==> config.mk <==
export PLATFORM = sky130hd
export DESIGN_NAME = apb_master_bridge_p_flat
export DESIGN_NICKNAME = d
export VERILOG_FILES = /design/src/rtl/apb_master_bridge_p_pkg.sv /design/src/rtl/apb_master_bridge_p_if.sv /design/src/rtl/apb_master_bridge_p_addr_decode.sv /design/src/rtl/apb_master_bridge_p.sv /design/src/flat_wrapper.sv
export SDC_FILE = /design/constraint.sdc
export NUM_CORES = 1
export LEC_CHECK = 0
export CAP_MARGIN = 20
export CORE_MARGIN = 4
export CORE_UTILIZATION = 45
export CTS_CLUSTER_SIZE = 10
export DETAILED_ROUTE_END_ITERATION = 16
export GPL_TIMING_DRIVEN = 0
export HOLD_SLACK_MARGIN = 0.05
export PLACE_DENSITY = 0.82
export SLEW_MARGIN = 5
export SYNTH_ARGS = -nofsm -noshare
export SYNTH_HDL_FRONTEND = slang
export SYNTH_HIERARCHICAL = 1
export SYNTH_SLANG_ARGS = --single-unit
==> constraint.sdc <==
create_clock -name PCLK -period 2.9 [get_ports PCLK]
set_input_delay 0.29 -clock PCLK [delete_from_list [all_inputs] [get_ports PCLK]]
set_output_delay 0.29 -clock PCLK [all_outputs]
set_load 0.05 [all_outputs]
==> src/rtl/apb_master_bridge_p_pkg.sv <==
// Shared types for the APB master bridge.
//   apb_state_e : bridge FSM states
//   sel_w()     : width of the slave-index field taken from the top address bits
//   apb_rsp_t   : registered response payload (rdata sized for the widest bus)
package apb_pkg;

  typedef enum logic [1:0] {
    IDLE   = 2'd0,
    SETUP  = 2'd1,
    ACCESS = 2'd2,
    DERR   = 2'd3
  } apb_state_e;

  // Widest PRDATA the response struct can carry; DATA_W must not exceed it.
  localparam int RSP_DW_MAX = 64;

  typedef struct packed {
    logic                  err;
    logic [RSP_DW_MAX-1:0] rdata;
  } apb_rsp_t;

  // A single completer still needs one index bit so the slice is never empty.
  function automatic int sel_w(input int n);
    return (n <= 2) ? 1 : $clog2(n);
  endfunction

endpackage

==> src/rtl/apb_master_bridge_p_if.sv <==
// Request/response front end plus APB completer-side signals of the bridge.
//   master : bridge view (consumes requests and PREADY/PRDATA/PSLVERR,
//            drives req_ready, responses and the APB request phase)
//   slave  : environment view (request source, response sink, interconnect)
interface apb_master_bridge_p_if #(
  parameter int ADDR_W     = 8,
  parameter int DATA_W     = 8,
  parameter int NUM_SLAVES = 2
);
  logic                  req_valid;
  logic                  req_ready;
  logic                  req_write;
  logic [ADDR_W-1:0]     req_addr;
  logic [DATA_W-1:0]     req_wdata;
  logic [DATA_W/8-1:0]   req_strb;
  logic                  rsp_valid;
  logic [DATA_W-1:0]     rsp_rdata;
  logic                  rsp_err;
  logic [NUM_SLAVES-1:0] PSEL;
  logic                  PENABLE;
  logic [ADDR_W-1:0]     PADDR;
  logic                  PWRITE;
  logic [DATA_W-1:0]     PWDATA;
  logic [DATA_W/8-1:0]   PSTRB;
  logic                  PREADY;
  logic [DATA_W-1:0]     PRDATA;
  logic                  PSLVERR;

  modport master (
    input  req_valid, req_write, req_addr, req_wdata, req_strb,
    input  PREADY, PRDATA, PSLVERR,
    output req_ready, rsp_valid, rsp_rdata, rsp_err,
    output PSEL, PENABLE, PADDR, PWRITE, PWDATA, PSTRB
  );

  modport slave (
    output req_valid, req_write, req_addr, req_wdata, req_strb,
    output PREADY, PRDATA, PSLVERR,
    input  req_ready, rsp_valid, rsp_rdata, rsp_err,
    input  PSEL, PENABLE, PADDR, PWRITE, PWDATA, PSTRB
  );
endinterface

==> src/rtl/apb_master_bridge_p_addr_decode.sv <==
// Combinational address decode: the top sel_w(NUM_SLAVES) address bits pick
// the completer. Indices past the last completer flag a decode error.
//   addr    : request address
//   sel     : one-hot PSEL candidate (all zero on decode error)
//   dec_err : index >= NUM_SLAVES
module apb_addr_decode
  import apb_pkg::*;
#(
  parameter int ADDR_W     = 8,
  parameter int NUM_SLAVES = 2
) (
  input  logic [ADDR_W-1:0]     addr,
  output logic [NUM_SLAVES-1:0] sel,
  output logic                  dec_err
);
  localparam int SEL_W = sel_w(NUM_SLAVES);

  logic [SEL_W-1:0] idx;
  assign idx = addr[ADDR_W-1 -: SEL_W];

  always_comb begin
    sel = '0;
    for (int i = 0; i < NUM_SLAVES; i++) sel[i] = (int'(idx) == i);
    dec_err = (int'(idx) >= NUM_SLAVES);
  end

  // Offset bits below the index field belong to the completer, not the decode.
  if (ADDR_W > SEL_W) begin : g_lo
    logic unused_lo;
    assign unused_lo = ^addr[ADDR_W-SEL_W-1:0];
  end
endmodule

==> src/rtl/apb_master_bridge_p.sv <==
// APB4 master bridge: single-beat valid/ready requests in, one-hot PSEL APB
// transfers out, one-cycle response pulse back.
//   PCLK, PRESET : clock, synchronous active-high reset
//   bus.master   : request front end, response pulse, APB request/completion
// Completion in ACCESS and acceptance of the next request share a cycle, so a
// zero-wait stream runs SETUP/ACCESS/SETUP/ACCESS with no IDLE bubble.
module apb_master_bridge_p
  import apb_pkg::*;
#(
  parameter int ADDR_W     = 8,
  parameter int DATA_W     = 8,   // multiple of 8, at most RSP_DW_MAX
  parameter int NUM_SLAVES = 2,
  parameter int TIMEOUT    = 16   // 0 disables the wait-state abort
) (
  input logic                 PCLK,
  input logic                 PRESET,
  apb_master_bridge_p_if.master bus
);
  localparam int STRB_W = DATA_W / 8;
  localparam int CNT_W  = (TIMEOUT < 2) ? 1 : $clog2(TIMEOUT + 1);

  apb_state_e            state_q, state_d;
  logic [NUM_SLAVES-1:0] psel_q, psel_d;
  logic                  penable_q, penable_d;
  logic [ADDR_W-1:0]     paddr_q, paddr_d;
  logic                  pwrite_q, pwrite_d;
  logic [DATA_W-1:0]     pwdata_q, pwdata_d;
  logic [STRB_W-1:0]     pstrb_q, pstrb_d;
  logic                  rsp_valid_q, rsp_valid_d;
  apb_rsp_t              rsp_q, rsp_d;
  logic [CNT_W-1:0]      cnt_q, cnt_d;

  logic [NUM_SLAVES-1:0] dec_sel;
  logic                  dec_err;
  logic                  req_ready;
  logic                  accept;
  logic                  timeout_hit;

  apb_addr_decode #(.ADDR_W(ADDR_W), .NUM_SLAVES(NUM_SLAVES)) u_dec (
    .addr    (bus.req_addr),
    .sel     (dec_sel),
    .dec_err (dec_err)
  );

  assign req_ready   = !PRESET &&
                       ((state_q == IDLE) || ((state_q == ACCESS) && bus.PREADY));
  assign accept      = bus.req_valid && req_ready;
  // cnt_q holds the wait cycles already seen; this cycle would be the last allowed.
  assign timeout_hit = (TIMEOUT != 0) && (int'(cnt_q) == TIMEOUT - 1);

  always_comb begin
    state_d     = state_q;
    psel_d      = psel_q;
    penable_d   = penable_q;
    paddr_d     = paddr_q;
    pwrite_d    = pwrite_q;
    pwdata_d    = pwdata_q;
    pstrb_d     = pstrb_q;
    cnt_d       = cnt_q;
    rsp_valid_d = 1'b0;
    rsp_d       = '0;

    case (state_q)
      IDLE: ;
      SETUP: begin
        penable_d = 1'b1;
        state_d   = ACCESS;
      end
      ACCESS: begin
        if (bus.PREADY) begin
          rsp_valid_d = 1'b1;
          rsp_d.err   = bus.PSLVERR;
          if (!pwrite_q && !bus.PSLVERR) rsp_d.rdata[DATA_W-1:0] = bus.PRDATA;
          psel_d    = '0;
          penable_d = 1'b0;
          state_d   = IDLE;
        end else if (timeout_hit) begin
          rsp_valid_d = 1'b1;
          rsp_d.err   = 1'b1;
          psel_d      = '0;
          penable_d   = 1'b0;
          state_d     = IDLE;
        end else begin
          cnt_d = cnt_q + CNT_W'(1);
        end
      end
      DERR: begin
        rsp_valid_d = 1'b1;
        rsp_d.err   = 1'b1;
        state_d     = IDLE;
      end
      default: state_d = IDLE;
    endcase

    // A new request overrides the post-completion IDLE target.
    if (accept) begin
      if (dec_err) begin
        state_d = DERR;
      end else begin
        state_d  = SETUP;
        psel_d   = dec_sel;
        paddr_d  = bus.req_addr;
        pwrite_d = bus.req_write;
        pwdata_d = bus.req_write ? bus.req_wdata : '0;
        pstrb_d  = bus.req_write ? bus.req_strb  : '0;
        cnt_d    = '0;
      end
    end
  end

  always_ff @(posedge PCLK) begin
    if (PRESET) begin
      state_q     <= IDLE;
      psel_q      <= '0;
      penable_q   <= 1'b0;
      paddr_q     <= '0;
      pwrite_q    <= 1'b0;
      pwdata_q    <= '0;
      pstrb_q     <= '0;
      rsp_valid_q <= 1'b0;
      rsp_q       <= '0;
      cnt_q       <= '0;
    end else begin
      state_q     <= state_d;
      psel_q      <= psel_d;
      penable_q   <= penable_d;
      paddr_q     <= paddr_d;
      pwrite_q    <= pwrite_d;
      pwdata_q    <= pwdata_d;
      pstrb_q     <= pstrb_d;
      rsp_valid_q <= rsp_valid_d;
      rsp_q       <= rsp_d;
      cnt_q       <= cnt_d;
    end
  end

  assign bus.req_ready = req_ready;
  assign bus.rsp_valid = rsp_valid_q;
  assign bus.rsp_err   = rsp_q.err;
  assign bus.rsp_rdata = rsp_q.rdata[DATA_W-1:0];
  assign bus.PSEL      = psel_q;
  assign bus.PENABLE   = penable_q;
  assign bus.PADDR     = paddr_q;
  assign bus.PWRITE    = pwrite_q;
  assign bus.PWDATA    = pwdata_q;
  assign bus.PSTRB     = pstrb_q;

  // rdata bits above DATA_W are always zero.
  if (DATA_W < RSP_DW_MAX) begin : g_hi
    logic unused_hi;
    assign unused_hi = |rsp_q.rdata[RSP_DW_MAX-1:DATA_W];
  end
endmodule
==> src/flat_wrapper.sv <==
// flat-port wrapper written by rule: the top's interface ports become plain ports
module apb_master_bridge_p_flat import apb_pkg::*;
#(
  parameter int ADDR_W     = 8,
  parameter int DATA_W     = 8,                                       
  parameter int NUM_SLAVES = 2,
  parameter int TIMEOUT    = 16                                     
)
  (PCLK, PRESET, bus_req_valid, bus_req_write, bus_req_addr, bus_req_wdata, bus_req_strb, bus_PREADY, bus_PRDATA, bus_PSLVERR, bus_req_ready, bus_rsp_valid, bus_rsp_rdata, bus_rsp_err, bus_PSEL, bus_PENABLE, bus_PADDR, bus_PWRITE, bus_PWDATA, bus_PSTRB);
  apb_master_bridge_p_if #(.ADDR_W(ADDR_W), .DATA_W(DATA_W), .NUM_SLAVES(NUM_SLAVES)) bus_i ();
  input logic PCLK;
  input logic PRESET;
  input wire logic [$bits(bus_i.req_valid)-1:0] bus_req_valid;
  input wire logic [$bits(bus_i.req_write)-1:0] bus_req_write;
  input wire logic [$bits(bus_i.req_addr)-1:0] bus_req_addr;
  input wire logic [$bits(bus_i.req_wdata)-1:0] bus_req_wdata;
  input wire logic [$bits(bus_i.req_strb)-1:0] bus_req_strb;
  input wire logic [$bits(bus_i.PREADY)-1:0] bus_PREADY;
  input wire logic [$bits(bus_i.PRDATA)-1:0] bus_PRDATA;
  input wire logic [$bits(bus_i.PSLVERR)-1:0] bus_PSLVERR;
  output wire logic [$bits(bus_i.req_ready)-1:0] bus_req_ready;
  output wire logic [$bits(bus_i.rsp_valid)-1:0] bus_rsp_valid;
  output wire logic [$bits(bus_i.rsp_rdata)-1:0] bus_rsp_rdata;
  output wire logic [$bits(bus_i.rsp_err)-1:0] bus_rsp_err;
  output wire logic [$bits(bus_i.PSEL)-1:0] bus_PSEL;
  output wire logic [$bits(bus_i.PENABLE)-1:0] bus_PENABLE;
  output wire logic [$bits(bus_i.PADDR)-1:0] bus_PADDR;
  output wire logic [$bits(bus_i.PWRITE)-1:0] bus_PWRITE;
  output wire logic [$bits(bus_i.PWDATA)-1:0] bus_PWDATA;
  output wire logic [$bits(bus_i.PSTRB)-1:0] bus_PSTRB;
  assign bus_i.req_valid = bus_req_valid;
  assign bus_i.req_write = bus_req_write;
  assign bus_i.req_addr = bus_req_addr;
  assign bus_i.req_wdata = bus_req_wdata;
  assign bus_i.req_strb = bus_req_strb;
  assign bus_i.PREADY = bus_PREADY;
  assign bus_i.PRDATA = bus_PRDATA;
  assign bus_i.PSLVERR = bus_PSLVERR;
  assign bus_req_ready = bus_i.req_ready;
  assign bus_rsp_valid = bus_i.rsp_valid;
  assign bus_rsp_rdata = bus_i.rsp_rdata;
  assign bus_rsp_err = bus_i.rsp_err;
  assign bus_PSEL = bus_i.PSEL;
  assign bus_PENABLE = bus_i.PENABLE;
  assign bus_PADDR = bus_i.PADDR;
  assign bus_PWRITE = bus_i.PWRITE;
  assign bus_PWDATA = bus_i.PWDATA;
  assign bus_PSTRB = bus_i.PSTRB;
  apb_master_bridge_p #(.ADDR_W(ADDR_W), .DATA_W(DATA_W), .NUM_SLAVES(NUM_SLAVES), .TIMEOUT(TIMEOUT)) u_core (.PCLK(PCLK), .PRESET(PRESET), .bus(bus_i));
endmodule
==> flow_summary.ini <==
[finish]
final-instance-count-excl-fill = 296
num_antenna_cells = 0
nFillCells = 281
drive_gt1_frac = 0.0760
final_area_um2 = 2400
final_common_cell = clkdlybuf4s50_1
area_growth_pct = 46.0
layout_common_cells = 59 x clkdlybuf4s50_1, 38 x dfxtp_1, 24 x a21oi_1, 18 x o31ai_1
nets = 281

[routing]
drt-pass1-iter-count = 5
drc = 0
drt_iter0_markers = 47
wire_per_inst_um = 13.6
wirelength_um = 4030
via_count = 1615
viasPerCell = 5.46
antenna_left = 0

[timing]
setup_slack_ns = 0.612
hold_viol_final = 0
relSlewSlack = 0.642
setup-tns-final_ns = 0
fin_crit_ns = 2.29
fin_worst_skew_ns = 0.00704
finalCritPeriodShare = 0.789
fmax_mhz = 437
rsz0062_at_grt = no
finalMaxSlewViolations = 0
tightest_slew_ns = 0.536
setup-violations-final = 0

[placement]
postPlaceCellArea_um2 = 2300
dpl.hpwl_um = 2960
gp_congestion = 0.747
port_buffers = 60
dp_cells = 288
place_ws_ns = 0.224

[floorplanning]
core_area_um2 = 3440
start_util = 0.477
ioPinCount = 63
rows = 21
die_w_um = 68.4
die_area_um2 = 4680
die_h_um = 68.4

[synthesis]
synthCells = 182
synth_area_leaders = dfxtp_1 46%, o31ai_1 8.2%, a21oi_1 7.3%, or4_1 4.1%, nand4_1 3.8%
ys_types = 41
muxShareOfSynthArea = 0
syn-num-nets = 214
synth-simple-area-share = 0.236
synth-compound-area-share = 0.220
syn-cell-area_um2 = 1640
ys_ff_latch = 38
syn_avg_cell_area_um2 = 9.02
synthAdderAreaFrac = 0.00762
synth_xor_area_frac = 0
synth-seq-area-share = 0.463
synth_top_family_by_area = simple AND/OR/NAND/NOR gates
yosysTopAreaCell = dfxtp_1
yosysTopAreaCellShare = 0.463
yosys_warnings = 6

[min_path]
hold_class = primary input to register
hold_path_depth = 3

[critical_path]
worst_r2r_path_depth = 4
required_ns = 2.61
crit_type = primary input to output port
path_max_fanout = 10
cp.arrival_ns = 2.00
worstPathCellList = clkdlybuf4s50_1, nor2b_1, buf_2, buf_2, nor2_1, dlymetal6s2s_1
start_kind = primary input
slowest_delay_ns = 0.55
path_common_cell = buf_2
cp_slowest_cell = clkdlybuf4s50_1
cp-end-kind = output port

[global_route]
antenna_found_initial = 0
grt_max_degree = 13
grt_pass1_vias = 1492
grt_usage = 0.183
grt_overflow = 0
grt_pass1_wl_um = 6560

[clock_tree]
cts_htree_levels = 2
cts_tree = built
ctsHoldBuffers = 0
postCtsSetupBuffers = 0
clk_pin_slew_worst_paths_ns = 0.08
clock-root-buffer = clkbuf_8
ctsLongestPathBuffers = 2
worstSkewPairLatency_ns = 0.28
cts_buffers = 5
clock_sinks = 38

[outcome]
status = finished clean

[pwr]
power.total_mw = 1.10
irDropWorstVdd_uv = 413
power.density_nw_per_um2 = 457
p_leak_nw = 0.845

[run]
max-cap-violations = 0
-- cell type report --
cell class	count	area, um^2	share of cell area
inverter	5	18.8	0.00783
clock inverter	2	12.5	0.00522
tap	46	57.6	0.0240
sequential	38	761	0.317
timing repair buffer	60	603	0.252
multi-input combinational	120	764	0.319
clock buffer	6	82.6	0.0344
buffer	19	97.6	0.0407
-- logic make-up after synthesis --
family / count (synthesis)
other cells: 1
flops: 38
compound gates: 55
buf+inv: 24
simple gates: 63
fa+ha+maj: 1
-- flip-flops by register name (all words and copies together), names as in the netlist --
name	count
u_core/bus.rsp_valid	1
u_core/bus.PSEL	2
u_core/bus.PWRITE	1
u_core/cnt_q	5
u_core/bus.PWDATA	8
u_core/bus.PADDR	8
u_core/bus.PENABLE	1
u_core/bus.rsp_rdata	8
u_core/bus.rsp_err	1
u_core/state_q	2
u_core/bus.PSTRB	1
-- stage by stage --
step                utilization  hold WS [ns]
finish                    0.696         0.294
floorplan                     -         0.412
CTS                       0.696         0.287
global route              0.696         0.314
detailed placement        0.668         0.459
global placement          0.668         0.451
-- cells in the mapped netlist (all sizes together) --
library cell,number
dfxtp,38
a21oi,24
o31ai,19
clkbuf,10
nand2,10
nand4,10
buf,9
or4,9
and2,8
inv,5
nor2,4
nor3,4
nand2b,3
o21ai,3
nand3,2
nor2b,2
nor3b,2
o21a,2
o2bb2ai,2
o311ai,2
a22oi,1
and3,1
and4,1
and4b,1
conb,1
ha,1
nand4b,1
nor4,1
nor4b,1
o2111a,1
o31a,1
or2,1
or3,1
or3b,1
-- per-layer routing --
metal,track usage,share of wire,up-vias
li1,-,-,811
met1,0.227,0.43,753
met2,0.313,0.50,46
met3,0.0361,0.051,5
met4,0.0620,0.013,0
met5,0,0,-
-- power by group --
group	total, mW	internal (mW)	switching (mW)
clock	0.367	0.191	0.176
combinational	0.187	0.0795	0.108
sequential	0.541	0.534	0.00695
total	1.10	0.805	0.291
-- worst paths after layout --
kind | slack, ns | end | start
worst max-delay path | 0.61 | bus_req_ready | bus_PREADY
worst min-delay path | 0.29 | u_core/bus.rsp_valid | PRESET
worst max register to register | 1.39 | u_core/bus.rsp_rdata[7] | u_core/state_q[0]
worst min register to register | 0.47 | u_core/bus.PWDATA[7] | u_core/bus.PWDATA[7]
-- worst max-delay path, delay by kind of cell --
family                 cells  cell delay [ns]
buffers and inverters      4             1.37
and+or+nand+nor            2             0.32
-- what timing repair did --
item                                    CTS  global route
gates resized for setup                   0             1
endpoints found under the setup margin    0             1
hold endpoints to repair                  0             0
No activity file was read; power rests on OpenSTA's default activity.
